**config.mk**
```make
export PLATFORM = sky130hd
export DESIGN_NAME = xmod_call_server
export DESIGN_NICKNAME = d
export VERILOG_FILES = /design/src/rtl/xmod_pkg.sv /design/src/rtl/xmod_rsp_fifo.sv /design/src/rtl/xmod_call_server.sv
export SDC_FILE = /design/constraint.sdc
export NUM_CORES = 1
export LEC_CHECK = 0
export ABC_AREA = 1
export CAP_MARGIN = 20
export CORE_ASPECT_RATIO = 0.6
export CORE_UTILIZATION = 40
export CTS_CLUSTER_SIZE = 25
export DETAILED_ROUTE_END_ITERATION = 8
export SLEW_MARGIN = 20
export SYNTH_ARGS = -nofsm -noshare
export SYNTH_HDL_FRONTEND = slang
export SYNTH_SLANG_ARGS = --single-unit
```
**constraint.sdc**
```tcl
create_clock -name CLK -period 2.3 [get_ports CLK]
set_input_delay 0.345 -clock CLK [delete_from_list [all_inputs] [get_ports CLK]]
set_output_delay 0.345 -clock CLK [all_outputs]
set_load 0.01 [all_outputs]
```
**src/rtl/xmod_pkg.sv**
```systemverilog
`default_nettype none
// ============================================================================
// Module   : xmod_pkg
// Purpose  : Shared types, widths and result-shaping function for xmod_call_server.
// Revision : 1.0 - initial release
// ============================================================================
package xmod_pkg;

    localparam int C_NIN   = 8;
    localparam int C_NOUT  = 4;
    localparam int C_NTAG  = 4;
    localparam int C_SUM_W = C_NIN + 2;

    typedef struct packed {
        logic              ovf;
        logic [C_NTAG-1:0] tag;
        logic [C_NOUT-1:0] xout;
    } xmod_rsp_t;

    localparam int C_RSP_W = $bits(xmod_rsp_t);

    // Returns {ovf, xout}; xout is clamped when sat_en is set, else wrap-truncated.
    function automatic logic [C_NOUT:0] xmod_result(
        input logic signed [C_SUM_W-1:0] full,
        input logic                      sat_en
    );
        logic              under;
        logic              over;
        logic [C_NOUT-1:0] x;
        under = full[C_SUM_W-1];
        over  = !under && (full[C_SUM_W-2:C_NOUT] != '0);
        x     = full[C_NOUT-1:0];
        if (sat_en && under) begin
            x = '0;
        end else if (sat_en && over) begin
            x = '1;
        end
        return {under || over, x};
    endfunction

endpackage
`default_nettype wire

```
**src/rtl/xmod_rsp_fifo.sv**
```systemverilog
`default_nettype none
// ============================================================================
// Module   : xmod_rsp_fifo
// Purpose  : Circular response FIFO with wrap-around pointers; caller never overfills it.
// Revision : 1.0 - initial release
// ============================================================================
module xmod_rsp_fifo #(
    parameter  int WIDTH = 9,
    parameter  int DEPTH = 4,
    localparam int PW    = $clog2(DEPTH),
    localparam int CW    = $clog2(DEPTH + 1)
) (
    input  logic             clk,
    input  logic             rst,
    input  logic             i_push,
    input  logic [WIDTH-1:0] i_wdata,
    input  logic             i_pop,
    output logic [WIDTH-1:0] o_head,
    output logic [CW-1:0]    o_count,
    output logic             o_empty
);

    localparam logic [PW-1:0] C_LAST = PW'(DEPTH - 1);

    logic [WIDTH-1:0] r_mem [DEPTH];
    logic [PW-1:0]    r_rd_ptr;
    logic [PW-1:0]    r_wr_ptr;
    logic [CW-1:0]    r_count;

    always_ff @(posedge clk) begin
        if (i_push) begin
            r_mem[r_wr_ptr] <= i_wdata;
        end
    end

    always_ff @(posedge clk) begin
        if (rst) begin
            r_rd_ptr <= '0;
            r_wr_ptr <= '0;
            r_count  <= '0;
        end else begin
            if (i_push) begin
                r_wr_ptr <= (r_wr_ptr == C_LAST) ? '0 : r_wr_ptr + PW'(1);
            end
            if (i_pop) begin
                r_rd_ptr <= (r_rd_ptr == C_LAST) ? '0 : r_rd_ptr + PW'(1);
            end
            case ({i_push, i_pop})
                2'b10:   r_count <= r_count + CW'(1);
                2'b01:   r_count <= r_count - CW'(1);
                default: r_count <= r_count;
            endcase
        end
    end

    assign o_head  = r_mem[r_rd_ptr];
    assign o_count = r_count;
    assign o_empty = (r_count == '0);

endmodule
`default_nettype wire

```
**src/rtl/xmod_call_server.sv**
```systemverilog
`default_nettype none
// ============================================================================
// Module   : xmod_call_server
// Purpose  : Handshaked XOUT = A + B - C call server (2-stage pipe + response FIFO).
//            Define XMOD_SAT_EN for saturating instead of truncating XOUT.
// Revision : 1.0 - initial release
// ============================================================================
module xmod_call_server
    import xmod_pkg::*;
#(
    parameter int NIN   = C_NIN,
    parameter int NOUT  = C_NOUT,
    parameter int NTAG  = C_NTAG,
    parameter int DEPTH = 4
) (
    input  logic            CLK,
    input  logic            RST,
    input  logic            REQ_VALID,
    output logic            REQ_READY,
    input  logic [NIN-1:0]  A,
    input  logic [NIN-1:0]  B,
    input  logic [NIN-1:0]  C,
    input  logic [NTAG-1:0] REQ_TAG,
    output logic            RSP_VALID,
    input  logic            RSP_READY,
    output logic [NOUT-1:0] XOUT,
    output logic [NTAG-1:0] RSP_TAG,
    output logic            RSP_OVF,
    output logic            BUSY
);

    localparam int CW = $clog2(DEPTH + 1);
    localparam logic [CW:0] C_DEPTH_CNT = (CW + 1)'(DEPTH);

`ifdef XMOD_SAT_EN
    localparam logic C_SAT_EN = 1'b1;
`else
    localparam logic C_SAT_EN = 1'b0;
`endif

    logic                      r_s1_valid;
    logic signed [C_SUM_W-1:0] r_s1_full;
    logic [NTAG-1:0]           r_s1_tag;
    logic                      r_req_ready;

    logic                      w_accept;
    logic                      w_pop;
    logic                      w_empty;
    logic [CW-1:0]             w_count;
    logic [CW:0]               w_inflight_nxt;
    logic signed [C_SUM_W-1:0] w_full;
    logic [C_NOUT:0]           w_res;
    xmod_rsp_t                 w_push_data;
    logic [C_RSP_W-1:0]        w_head_bits;
    xmod_rsp_t                 w_head;

    assign w_accept = REQ_VALID && r_req_ready;
    assign w_pop    = !w_empty && RSP_READY;
    assign w_full   = $signed({2'b00, A}) + $signed({2'b00, B}) - $signed({2'b00, C});

    // Stage-1 content always fits: admission keeps s1_valid + count <= DEPTH.
    assign w_inflight_nxt = {1'b0, w_count} + {{CW{1'b0}}, r_s1_valid}
                          + {{CW{1'b0}}, w_accept} - {{CW{1'b0}}, w_pop};

    always_ff @(posedge CLK) begin
        if (RST) begin
            r_s1_valid  <= 1'b0;
            r_s1_full   <= '0;
            r_s1_tag    <= '0;
            r_req_ready <= 1'b0;
        end else begin
            r_s1_valid  <= w_accept;
            r_req_ready <= (w_inflight_nxt < C_DEPTH_CNT);
            if (w_accept) begin
                r_s1_full <= w_full;
                r_s1_tag  <= REQ_TAG;
            end
        end
    end

    assign w_res       = xmod_result(r_s1_full, C_SAT_EN);
    assign w_push_data = '{ovf: w_res[C_NOUT], tag: r_s1_tag, xout: w_res[C_NOUT-1:0]};

    xmod_rsp_fifo #(
        .WIDTH (C_RSP_W),
        .DEPTH (DEPTH)
    ) u_rsp_fifo (
        .clk     (CLK),
        .rst     (RST),
        .i_push  (r_s1_valid),
        .i_wdata (w_push_data),
        .i_pop   (w_pop),
        .o_head  (w_head_bits),
        .o_count (w_count),
        .o_empty (w_empty)
    );

    // Memory is not reset, so the head is masked while the FIFO is empty.
    assign w_head    = w_head_bits;
    assign REQ_READY = r_req_ready;
    assign RSP_VALID = !w_empty;
    assign XOUT      = w_empty ? '0 : w_head.xout;
    assign RSP_TAG   = w_empty ? '0 : w_head.tag;
    assign RSP_OVF   = w_empty ? 1'b0 : w_head.ovf;
    assign BUSY      = r_s1_valid || !w_empty;

endmodule
`default_nettype wire

```
# ---- Word level (Yosys, flattened, before mapping)
# Memories as Yosys holds them, arrays and structs flattened. A register that Yosys moved wholly into a read port is not among the register bits.
# Cells that the tools add are included.
dict set report word_totals {
  register_bits 23
  ram_bits 36
  out_inout_bits 12
  wordCells 42
  mem_count 1
}
# name words word_bits read_ports rd_clocked_by_memory_dff wr line
set memory_table {}
lappend memory_table {u_rsp_fifo.r_mem 4 9 1 1 1 xmod_rsp_fifo.sv:25} ;# logic [WIDTH-1:0] r_mem [DEPTH];
dict set report op_classes {
  n_addsub 9
  order_cmp 1
  eq_ne 4
  muxes 10
  n_reduce_logical 10
}
# cell n
set op_table {}
lappend op_table {{subtractor 9 x 8 -> 10 bit} 1}
lappend op_table {{adder 8 x 8 -> 9 bit} 1}
lappend op_table {{2-to-1 mux 2 bit} 4}
lappend op_table {{2-to-1 mux 4 bit} 2}
lappend op_table {{equality test 2 bit (second input constant)} 3}
lappend op_table {{case mux 3 bit (2 select lines)} 1}
lappend op_table {{nonzero test 5 bit} 1}
lappend op_table {{adder 2 x 1 -> 2 bit (second input constant)} 2}
lappend op_table {{adder 3 x 1 -> 4 bit} 1}
lappend op_table {{adder 4 x 1 -> 4 bit} 1}
lappend op_table {{less-than comparator 4 x 3 -> 1 bit (second input constant)} 1}
lappend op_table {{subtractor 4 x 1 -> 4 bit} 1}
lappend op_table {{adder 3 x 1 -> 3 bit (second input constant)} 1}
lappend op_table {{logical AND 1 bit} 3}
lappend op_table {{logical NOT 3 bit} 1}
lappend op_table {{2-to-1 mux 1 bit} 3}
lappend op_table {{subtractor 3 x 1 -> 3 bit (second input constant)} 1}
lappend op_table {{equality test 2 x 1 -> 1 bit (second input constant)} 1}
lappend op_table {{logical NOT 1 bit} 2}
lappend op_table {{logical OR 1 bit} 2}
lappend op_table {{nonzero test 2 bit} 1}

# ---- Logic depth before layout (Yosys ltp)
# Gate-level depths: netlist of the first run.
dict set report depth {
  word_depth 5
  depth_mapped 14
  ltp_nobuf 14
}

# ---- Modules after synthesis
# A second synthesis of the first run with hierarchy kept.
dict set report unflattened {
  cells_unflattened 376
  hier_area_um2 3387.0
}
# module n_inst cells_per_inst area_each_um2 seq_area_each_um2
set modules_own_cells {}
lappend modules_own_cells {xmod_rsp_fifo 1 145 1890.6 1261.2}
lappend modules_own_cells {xmod_call_server 1 231 1496.4 320.3}

# ---- Least setup slack after synthesis of the first run
# No wires, ideal clock.
dict set report synth_path {
  kind {input port to flip-flop}
  from {input port A[1]}
  to {register r_s1_full[8]}
  setup_time_ns 0.115
  arrival_ns 1.829
  required_time_ns 2.185
  path_slack_ns 0.356
  stages 9
  n_path_buf 0
  cell_sequence {inv_1 -> fa_1 -> fa_1 -> inv_1 -> nand3_1 -> nand3_1 -> nand2_1 -> a21oi_1 -> nor2_1}
}
dict set report synth_via {
  elab_chain_len 2
}
# element line
set synth_lines {}
lappend synth_lines {{start: declaration} xmod_call_server.sv:20} ;# input logic [NIN-1:0] A,
lappend synth_lines {{adder 8 x 8 -> 9 bit} xmod_call_server.sv:59} ;# assign w_full = $signed({2'b00, A}) + $signed({2'b00, B}) - $signed({2'b00, C});
lappend synth_lines {{subtractor 9 x 8 -> 10 bit} xmod_call_server.sv:59}
lappend synth_lines {{end signal: assignment} xmod_call_server.sv:75} ;# r_s1_full <= w_full;
lappend synth_lines {{end: declaration} xmod_call_server.sv:42} ;# logic signed [C_SUM_W-1:0] r_s1_full;
# No other way between the ends.
# A chain may end at the register's enable or synchronous reset.

# ---- Final worst setup path of the first run
dict set report layout_path {
  from {input port B[1]}
  to {register r_s1_full[8]}
}
dict set report layout_via {
  elab_chain_len 2
}
# element line
set layout_lines {}
lappend layout_lines {{start: declaration} xmod_call_server.sv:21} ;# input logic [NIN-1:0] B,
lappend layout_lines {{adder 8 x 8 -> 9 bit} xmod_call_server.sv:59}
lappend layout_lines {{subtractor 9 x 8 -> 10 bit} xmod_call_server.sv:59}
# No other way between the ends.

==> results.cfg, run 1 <==
[power_and_ir_drop]
p_switching_w = 0.00155
power.internal_w = 0.00300
pwr-share-clk_pct = 27.6
power_frac_comb_pct = 40.4
swShare_pct = 34.1
p_seq_share_pct = 31.9
vdd_drop_max_mv = 1.18
power_density_mw_per_mm2 = 1080
leakage_nw = 1.94

[global_route]
grt_start_max_net_pins = 19
met1_usage_pct = 24.8
grt_busiest_layer = met2
grt_pass1_vias = 2456
use_met2_pct = 27.6
met3_usage_pct = 4.94
grt_pass1_wl_microns = 11500
overflow = 0
grt_usage_pct = 18.0
antenna_found_initial = 0

[drt]
first_pass_iters = 4
vias_per_cell = 4.67
avgRoutedWirePerCell_microns = 12.5
drt_iter0_drc = 158
via_count = 2547
routed_wl_microns = 6830
route.detailed.drc = 0
drtAntennaViolNets = 0

[finish]
final_cell_count_no_fill = 545
final_common_cell = nor2_1
layout.cells.most_common_list = nor2_1, inv_1, nand2_1, clkdlybuf4s50_1, edfxtp_1
final.fill_count = 703
drive_gt1_share_pct = 12.6
diodes = 0
nNetsFinal = 490
area_growth_pct = 30.6

[clocking]
hold_buffers = 0
cts_buffer_depth = 2
cts_tree = done
htreeDepth = 3
cts_buffers = 9
cts.clk_slew.worst_paths_ns = 0.05
cts_root_buf = clkbuf_16
cts_sinks = 61
clk_latency_ns = 0.32

[sta]
layout_min_cycle_time_ns = 2.18
fmax_ghz = 0.459
finClkSkew_ns = 0.00255
finalHoldViolCount = 0
finalSetupViolations = 0
setup_tns_ns = 0
finalCritPeriodShare_pct = 94.7
rsz0062_at_grt = false
worst_pin_slew_ns = 0.472
drv_slew = 0
maxSlewHeadroom_pct = 68.5

[placement]
place_congestion = 0.794
dp_hpwl_microns = 5100
dp_cells = 529
io_buffers = 43

[synthesis]
seq_area_frac_synth_pct = 48.8
avgSynthCellArea_sq_um = 8.77
synthesis.instances = 370
synth_edf_count = 36
synthArstFlopShare_pct = 0
syn-num-nets = 428
ys_seq_elements = 61
syn_area_sq_mm = 0.00324
synth-main-ff-cell = edfxtp_1
synth.distinct_cells = 31
ys_warn_count = 0

[worst_setup_path]
crit_family = adder cells
worstSetupStartpointType = primary input
critPathSlowestCell = fa_1
cp.buffers_inverters = 3
worstSetupStartpoint = B[1]
crit_chain = clkdlybuf4s50_1, inv_1, fa_1, fa_1, inv_1, nand3_1, nand3_2, nand2_1, a21oi_1, nor2_1
critical_path_class = primary input to register
cp.arrival_ns = 2.38
slowest_delay_ns = 0.50
rrSetupSlack_ns = 0.51
path_max_fanout = 2
required_ns = 2.51
reg2reg_from = u_rsp_fifo.o_count[0]
critPathCaptureType = register

[outcome]
status = finished clean

[hold_path]
min-delay-start = r_s1_full[9]
min_path_type = register to register

[run]
maxCapViolCount = 0

[floorplan]
start_util_pct = 41.3
die-area_sq_mm = 0.00848
row_count = 25
fp.dieH_microns = 71.7
die_w_microns = 118
core_sq_mm = 0.00785
io_pins = 44
## synth_stat cells (3+ instances only)
library cell	number	area share (%)
a21oi_1	26	4.0
buf_2	5	0.77
dfxtp_1	25	15
edfxtp_1	36	33
fa_1	9	5.6
ha_1	17	6.6
inv_1	56	6.5
inv_2	8	0.93
nand2_1	48	5.6
nand3_1	16	2.5
nand4_1	3	0.58
nor2_1	67	7.8
o21ai_0	25	3.9
o21ai_1	6	0.93
xor2_1	3	0.81
## final timing paths
kind | to | cells after the start
worst min-delay path | r_s1_full[9] | 2
worst max-delay path | r_s1_full[8] | 10
worst min register to register | r_s1_full[9] | 2
worst max register to register | REQ_READY | 13
## power by group through the flow
stage / registers, W / logic (W) / clock network, W
floorplan: 0.00142 / 0.00113 / 0
global placement: 0.00146 / 0.00179 / 0
detailed placement: 0.00147 / 0.00182 / 0
CTS: 0.00145 / 0.00183 / 0.00128
global route: 0.00147 / 0.00209 / 0.00134
finish: 0.00145 / 0.00184 / 0.00126
## flip-flops by register name (all words and copies together) (netlist names), named ones only
signal	flops
u_rsp_fifo.r_mem	36
u_rsp_fifo.r_rd_ptr	2
r_s1_full	10
u_rsp_fifo.r_wr_ptr	2
r_s1_valid	1
REQ_READY	1
u_rsp_fifo.o_count	3
r_s1_tag	4
## per-layer routing
layer | vias to the layer above | share of wire [%]
met4 | 0 | 1.2
met3 | 9 | 5.5
met2 | 51 | 42
li1 | 1317 | -
met5 | - | 0
met1 | 1170 | 51
## repair_timing
action,4_1_cts,5_1_grt
gates cloned,0,0
setup endpoints to repair,6,12
pin swaps,0,1
gates resized for setup,1,14
setup buffers,0,0
## worst reg2reg max path, delay by kind of cell, from the launching register on
kind                     cells  cell delay [ns]
adder cells (fa/ha/maj)      1             0.27
AO/OA/AOI/OAI                2             0.33
buffers and inverters        2             0.17
flip-flops                   1             0.33
AND/OR/NAND/NOR              8             0.64
## final cells by class
| cell class | count | area (sq um) | area share [%] |
|---|---|---|---|
| repair buffers | 60 | 566 | 13.4 |
| flip-flops and latches | 61 | 1590 | 37.4 |
| well taps | 108 | 135 | 3.19 |
| clock inverters | 6 | 53.8 | 1.27 |
| clock buffers | 10 | 229 | 5.41 |
| inverters | 66 | 250 | 5.91 |
| multi-input cells | 234 | 1420 | 33.4 |
## kinds of logic after synthesis
kind of cell             share of synthesized area (%)
AND/OR/NAND/NOR                                   18.5
buffers and inverters                             9.41
AO/OA/AOI/OAI                                     10.4
flip-flops                                        48.8
adder cells (fa/ha/maj)                           12.1
XOR/XNOR                                         0.810
## through the flow
stage,util (%),hold WS (ns),setup WS (ns),area [sq um],total power (W)
floorplan,-,0.446,0.356,3240,0.00255
global placement,49.4,0.456,-0.240,3880,0.00326
detailed placement,49.4,0.461,-0.280,3880,0.00329
CTS,53.1,0.471,0.0602,4170,0.00456
global route,53.9,0.487,0.00453,4230,0.00490
finish,53.9,0.469,0.122,4230,0.00455
Note: power is estimated with default switching activity, not from simulation.
==> run 2, diff against run 1 <==
--- a/config.mk
+++ b/config.mk
@@ -11,6 +11,7 @@
 export CORE_UTILIZATION = 40
 export CTS_CLUSTER_SIZE = 25
 export DETAILED_ROUTE_END_ITERATION = 8
+export DONT_BUFFER_PORTS = 1
 export SLEW_MARGIN = 20
 export SYNTH_ARGS = -nofsm -noshare
 export SYNTH_HDL_FRONTEND = slang
==> run 2 against run 1 <==
  * Global-route usage shrank 1.2 points
  * Flip-flop and latch count is the same
  * Final cell count shrank 10%
  * Routed wire length shrank 5.6%
  * Clock-buffer cell count grew 2
  * Die area is the same
  * Utilization shrank 6.9 points
  * Sequential share of layout area grew 5.3 points
  * First-iteration DRC count shrank 5.7%
  * Sequential power is essentially flat
  * Via count shrank 9.7%
  * Maximum frequency grew 8.1%
  * Critical endpoint is now RSP_TAG[3]
  * Highest routed layer unchanged
==> results.cfg, run 2 (same netlist as run 1, synthesis figures left out) <==
[power_and_ir_drop]
vdd_drop_max_mv = 0.912
leakage_nw = 1.68
power_density_mw_per_mm2 = 1190

[finish]
top_regs = u_rsp_fifo.r_mem: 36 flops, r_s1_full: 10 flops, r_s1_tag: 4 flops
diodes = 0
final_common_cell = nor2_1
area_growth_pct = 14.0
largest_register_ffs = 36
regMostFlops = u_rsp_fifo.r_mem
final.fill_count = 758
fin_util_pct = 47.1
layout.cells.most_common_list = nor2_1, inv_1, nand2_1, edfxtp_1, a21oi_1
final_cell_count_no_fill = 488
drive_gt1_share_pct = 8.16
nNetsFinal = 433

[worst_setup_path]
critical_path_class = register to output pin
worstSetupStartpoint = u_rsp_fifo.o_count[0]
reg2reg_from = u_rsp_fifo.o_count[0]
worstSetupStartpointType = register
critPathCaptureType = output pin
cp.arrival_ns = 1.67
path_max_fanout = 10
required_ns = 1.96

[floorplan]
start_util_pct = 41.3
die-area_sq_mm = 0.00848
io_pins = 44
fp.dieH_microns = 71.7
core_sq_mm = 0.00785
row_count = 25
die_w_microns = 118

[clocking]
post-cts-setup-buffers = 0
htreeDepth = 3
cts_buffers = 9
cts_buffer_depth = 2
cts_tree = done
clk_latency_ns = 0.33
cts.clk_slew.worst_paths_ns = 0.05
cts_sinks = 61
cts_root_buf = clkbuf_16
hold_buffers = 0
post_cts_resized = 0

[placement]
dp_hpwl_microns = 4670
place_congestion = 0.779
io_buffers = 0
pre_cts_slack_ns = 0.188
dp_cells = 472

[drt]
drt_iter0_drc = 149
routed_wl_microns = 6450
drtAntennaViolNets = 0
vias_per_cell = 4.71
route.detailed.drc = 0
via_count = 2299
avgRoutedWirePerCell_microns = 13.2
first_pass_iters = 7

[sta]
finalHoldViolCount = 0
fin_ws_ns = 0.286
layout_min_cycle_time_ns = 2.01
fmax_ghz = 0.496
finalCritPeriodShare_pct = 87.6
maxSlewHeadroom_pct = 69.1
finClkSkew_ns = 0.00771
setup_tns_ns = 0
finalSetupViolations = 0
timing.hold.ws_ns = 0.0908
worst_pin_slew_ns = 0.464
drv_slew = 0
rsz0062_at_grt = false

[hold_path]
min_path_type = primary input to register
min-delay-start = RST

[global_route]
antenna_found_initial = 0
grt_start_max_net_pins = 20
grt_pass1_vias = 2154
grt_pass1_wl_microns = 10600
grt_usage_pct = 16.8
overflow = 0

[outcome]
status = finished clean

[run]
maxCapViolCount = 0
[run 2: changes by cell type in the layout (fill, tap and decap cells not counted), sizes merged]
cell	change
bufinv	+2
clkinv	-4
clkbuf	+2
clkdlybuf4s50	-40
dlymetal6s2s	-3
buf	-14
[run 2: final timing paths]
| path | end | slack (ns) | cells past startpoint |
|---|---|---|---|
| max | RSP_TAG[3] | 0.29 | 4 |
| min | r_s1_valid | 0.09 | 1 |
| max reg2reg | REQ_READY | 0.53 | 13 |
| min reg2reg | r_s1_full[9] | 0.47 | 2 |
[run 2: critical path, cell delays in order, from the launching register on]
cell	delay [ns]
dfxtp_1	0.37
inv_2	0.08
nand3_4	0.13
clkinv_1	0.35
a21oi_1	0.41
[run 2: final cells by class]
class,instances,area (sq um),share of cell area (%)
Clock inverter,4,93.8,2.54
Sequential cell,61,1580,42.8
Tap cell,108,135,3.66
Inverter,66,250,6.77
Clock buffer,12,256,6.94
Timing Repair Buffer,3,22.5,0.609
Multi-Input combinational cell,234,1360,36.7
[run 2: per-layer routing]
metal / vias up / part of all wire [%] / GRT usage, %
li1: 1204 / - / -
met1: 1042 / 52 / 23.7
met2: 46 / 41 / 23.8
met3: 7 / 5.2 / 6.37
met4: 0 / 1.1 / 5.13
met5: - / 0 / 0
[run 2: power by group]
group / internal [W] / switching (W) / total [W]
logic: 0.000452 / 0.000940 / 0.00139
registers: 0.00133 / 0.000103 / 0.00144
clock network: 0.00111 / 0.000443 / 0.00156
[run 2: per-stage QoR]
stage	area, sq um	total power (W)
floorplan	3240	0.00255
global route	3700	0.00468
CTS	3700	0.00442
finish	3700	0.00438
detailed placement	3350	0.00286
global placement	3350	0.00283
==> run 3, diff against run 2 <==
==> constraint.sdc (replaced) <==
create_clock -name CLK -period 2 [get_ports CLK]
set_input_delay 0.3 -clock CLK [delete_from_list [all_inputs] [get_ports CLK]]
set_output_delay 0.3 -clock CLK [all_outputs]
set_load 0.01 [all_outputs]
==> run 3 against run 2 <==
  * First-iteration DRC count is 8.1% lower
  * Worst setup slack worse by 0.13 ns
  * Combinational power is 22% higher
  * Final area is 0.61% lower
  * Die area stayed put
  * Power is 6.9% higher
  * Global-route usage hardly changed
  * Non-clock buffer count is 7 higher
  * Critical path type unchanged
  * Largest power group is now combinational cells
==> results.cfg, run 3 (same netlist as run 1, synthesis figures left out) <==
[finish]
regMostFlops = u_rsp_fifo.r_mem
final.fill_count = 759
diodes = 0
nNetsFinal = 440
drive_gt1_share_pct = 10.1
area_growth_pct = 13.3
final_common_cell = nor2_1
top_regs = u_rsp_fifo.r_mem: 36 flops, r_s1_full: 10 flops, r_s1_tag: 4 flops
largest_register_ffs = 36
layout.cells.most_common_list = nor2_1, inv_1, nand2_1, edfxtp_1

[sta]
finalCritPeriodShare_pct = 92.1
fmax_ghz = 0.543
timing.hold.ws_ns = 0.0435
maxSlewHeadroom_pct = 68.8
drv_slew = 0
finalSetupViolations = 0
fin_ws_ns = 0.157
finalHoldViolCount = 0
worst_pin_slew_ns = 0.468
rsz0062_at_grt = false
layout_min_cycle_time_ns = 1.84
finClkSkew_ns = 0.00560

[global_route]
grt_start_max_net_pins = 20
grt_usage_pct = 16.8
antenna_found_initial = 0
overflow = 0
grt_pass1_vias = 2253
grt_pass1_wl_microns = 10700

[clocking]
htreeDepth = 3
post_cts_resized = 0
cts_buffer_depth = 2
clk_latency_ns = 0.32
cts_sinks = 61
cts.clk_slew.worst_paths_ns = 0.05
cts_root_buf = clkbuf_16
cts_buffers = 9
hold_buffers = 0
post-cts-setup-buffers = 0
cts_tree = done

[placement]
dp_hpwl_microns = 4770
pre_cts_slack_ns = -0.0386
place_congestion = 0.763
io_buffers = 0

[power_and_ir_drop]
leakage_nw = 1.67
power_density_mw_per_mm2 = 1280
vdd_drop_max_mv = 0.853

[drt]
avgRoutedWirePerCell_microns = 13.2
vias_per_cell = 4.77
route.detailed.drc = 0
via_count = 2359
routed_wl_microns = 6530
first_pass_iters = 5
drtAntennaViolNets = 0
drt_iter0_drc = 137

[floorplan]
core_sq_mm = 0.00785
row_count = 25
die-area_sq_mm = 0.00848
start_util_pct = 41.3
fp.dieH_microns = 71.7
die_w_microns = 118
io_pins = 44

[worst_setup_path]
path_max_fanout = 10
required_ns = 1.70
cp.arrival_ns = 1.54
critPathCaptureType = output pin
critical_path_class = register to output pin
worstSetupStartpointType = register

[hold_path]
min_path_type = primary input to register

[outcome]
status = finished clean

[run]
maxCapViolCount = 0
-- run 3: cell types whose count changed in the layout (fill, tap and decap cells not counted) --
cell and change:
bufinv_16 -3, clkbuf_8 -1, clkinv_2 +2, a21oi_1 -2, clkinv_1 -1, buf_4 +7
clkinvlp_4 +1, clkbuf_1 +2, a21oi_2 +2
-- run 3: worst max-delay path, cell delays in order (launching register included) --
cell,delay [ns]
dfxtp_1,0.38
inv_2,0.09
nand3_4,0.14
clkinvlp_4,0.27
a21oi_1,0.34
-- run 3: final cells by class --
cell class	instances	area, sq um	share of cell area, %
clock buffer	13	250	6.81
clock inverter	3	13.8	0.375
tap	108	135	3.68
timing repair buffer	10	75.1	2.04
inverter	66	254	6.91
sequential	61	1580	43.1
multi-input combinational	234	1360	37.1
-- run 3: worst paths after layout --
| kind | from | end | slack, ns | cells after the start |
|---|---|---|---|---|
| hold / removal | RST | r_s1_full[9] | 0.04 | 1 |
| setup / recovery | u_rsp_fifo.o_count[0] | RSP_OVF | 0.16 | 4 |
| hold reg to reg | r_s1_full[9] | r_s1_full[9] | 0.46 | 2 |
| setup reg to reg | u_rsp_fifo.o_count[0] | REQ_READY | 0.20 | 14 |
-- run 3: report_power, final --
part	switching [W]	leakage (nW)	internal, W
combinational	0.00112	1.01	0.000571
sequential	0.000119	0.533	0.00153
clock	0.000487	0.131	0.000861
total	0.00172	1.67	0.00297
-- run 3: metrics by stage --
step                      utilization [%]  setup TNS [ns]  cells  total power (W)  area (sq um)
after CTS                            46.6        -0.00989    495          0.00469          3660
after detailed placement             43.3         -0.0744    479          0.00333          3400
after floorplan                         -               0    370          0.00293          3240
after global routing                 46.8               0    495          0.00502          3670
final                                46.8               0    495          0.00469          3670
after global placement               43.3         -0.0721    479          0.00329          3400
-- run 3: metal layers --
layer / GRT usage [%] / share of wire [%] / vias up / wire, microns
li1: - / - / 1217 / -
met1: 22.1 / 51 / 1086 / 3300
met2: 25.5 / 43 / 50 / 2810
met3: 6.05 / 5.6 / 6 / 366
met4: 6.41 / 0.81 / 0 / 53
met5: 0 / 0 / - / 0
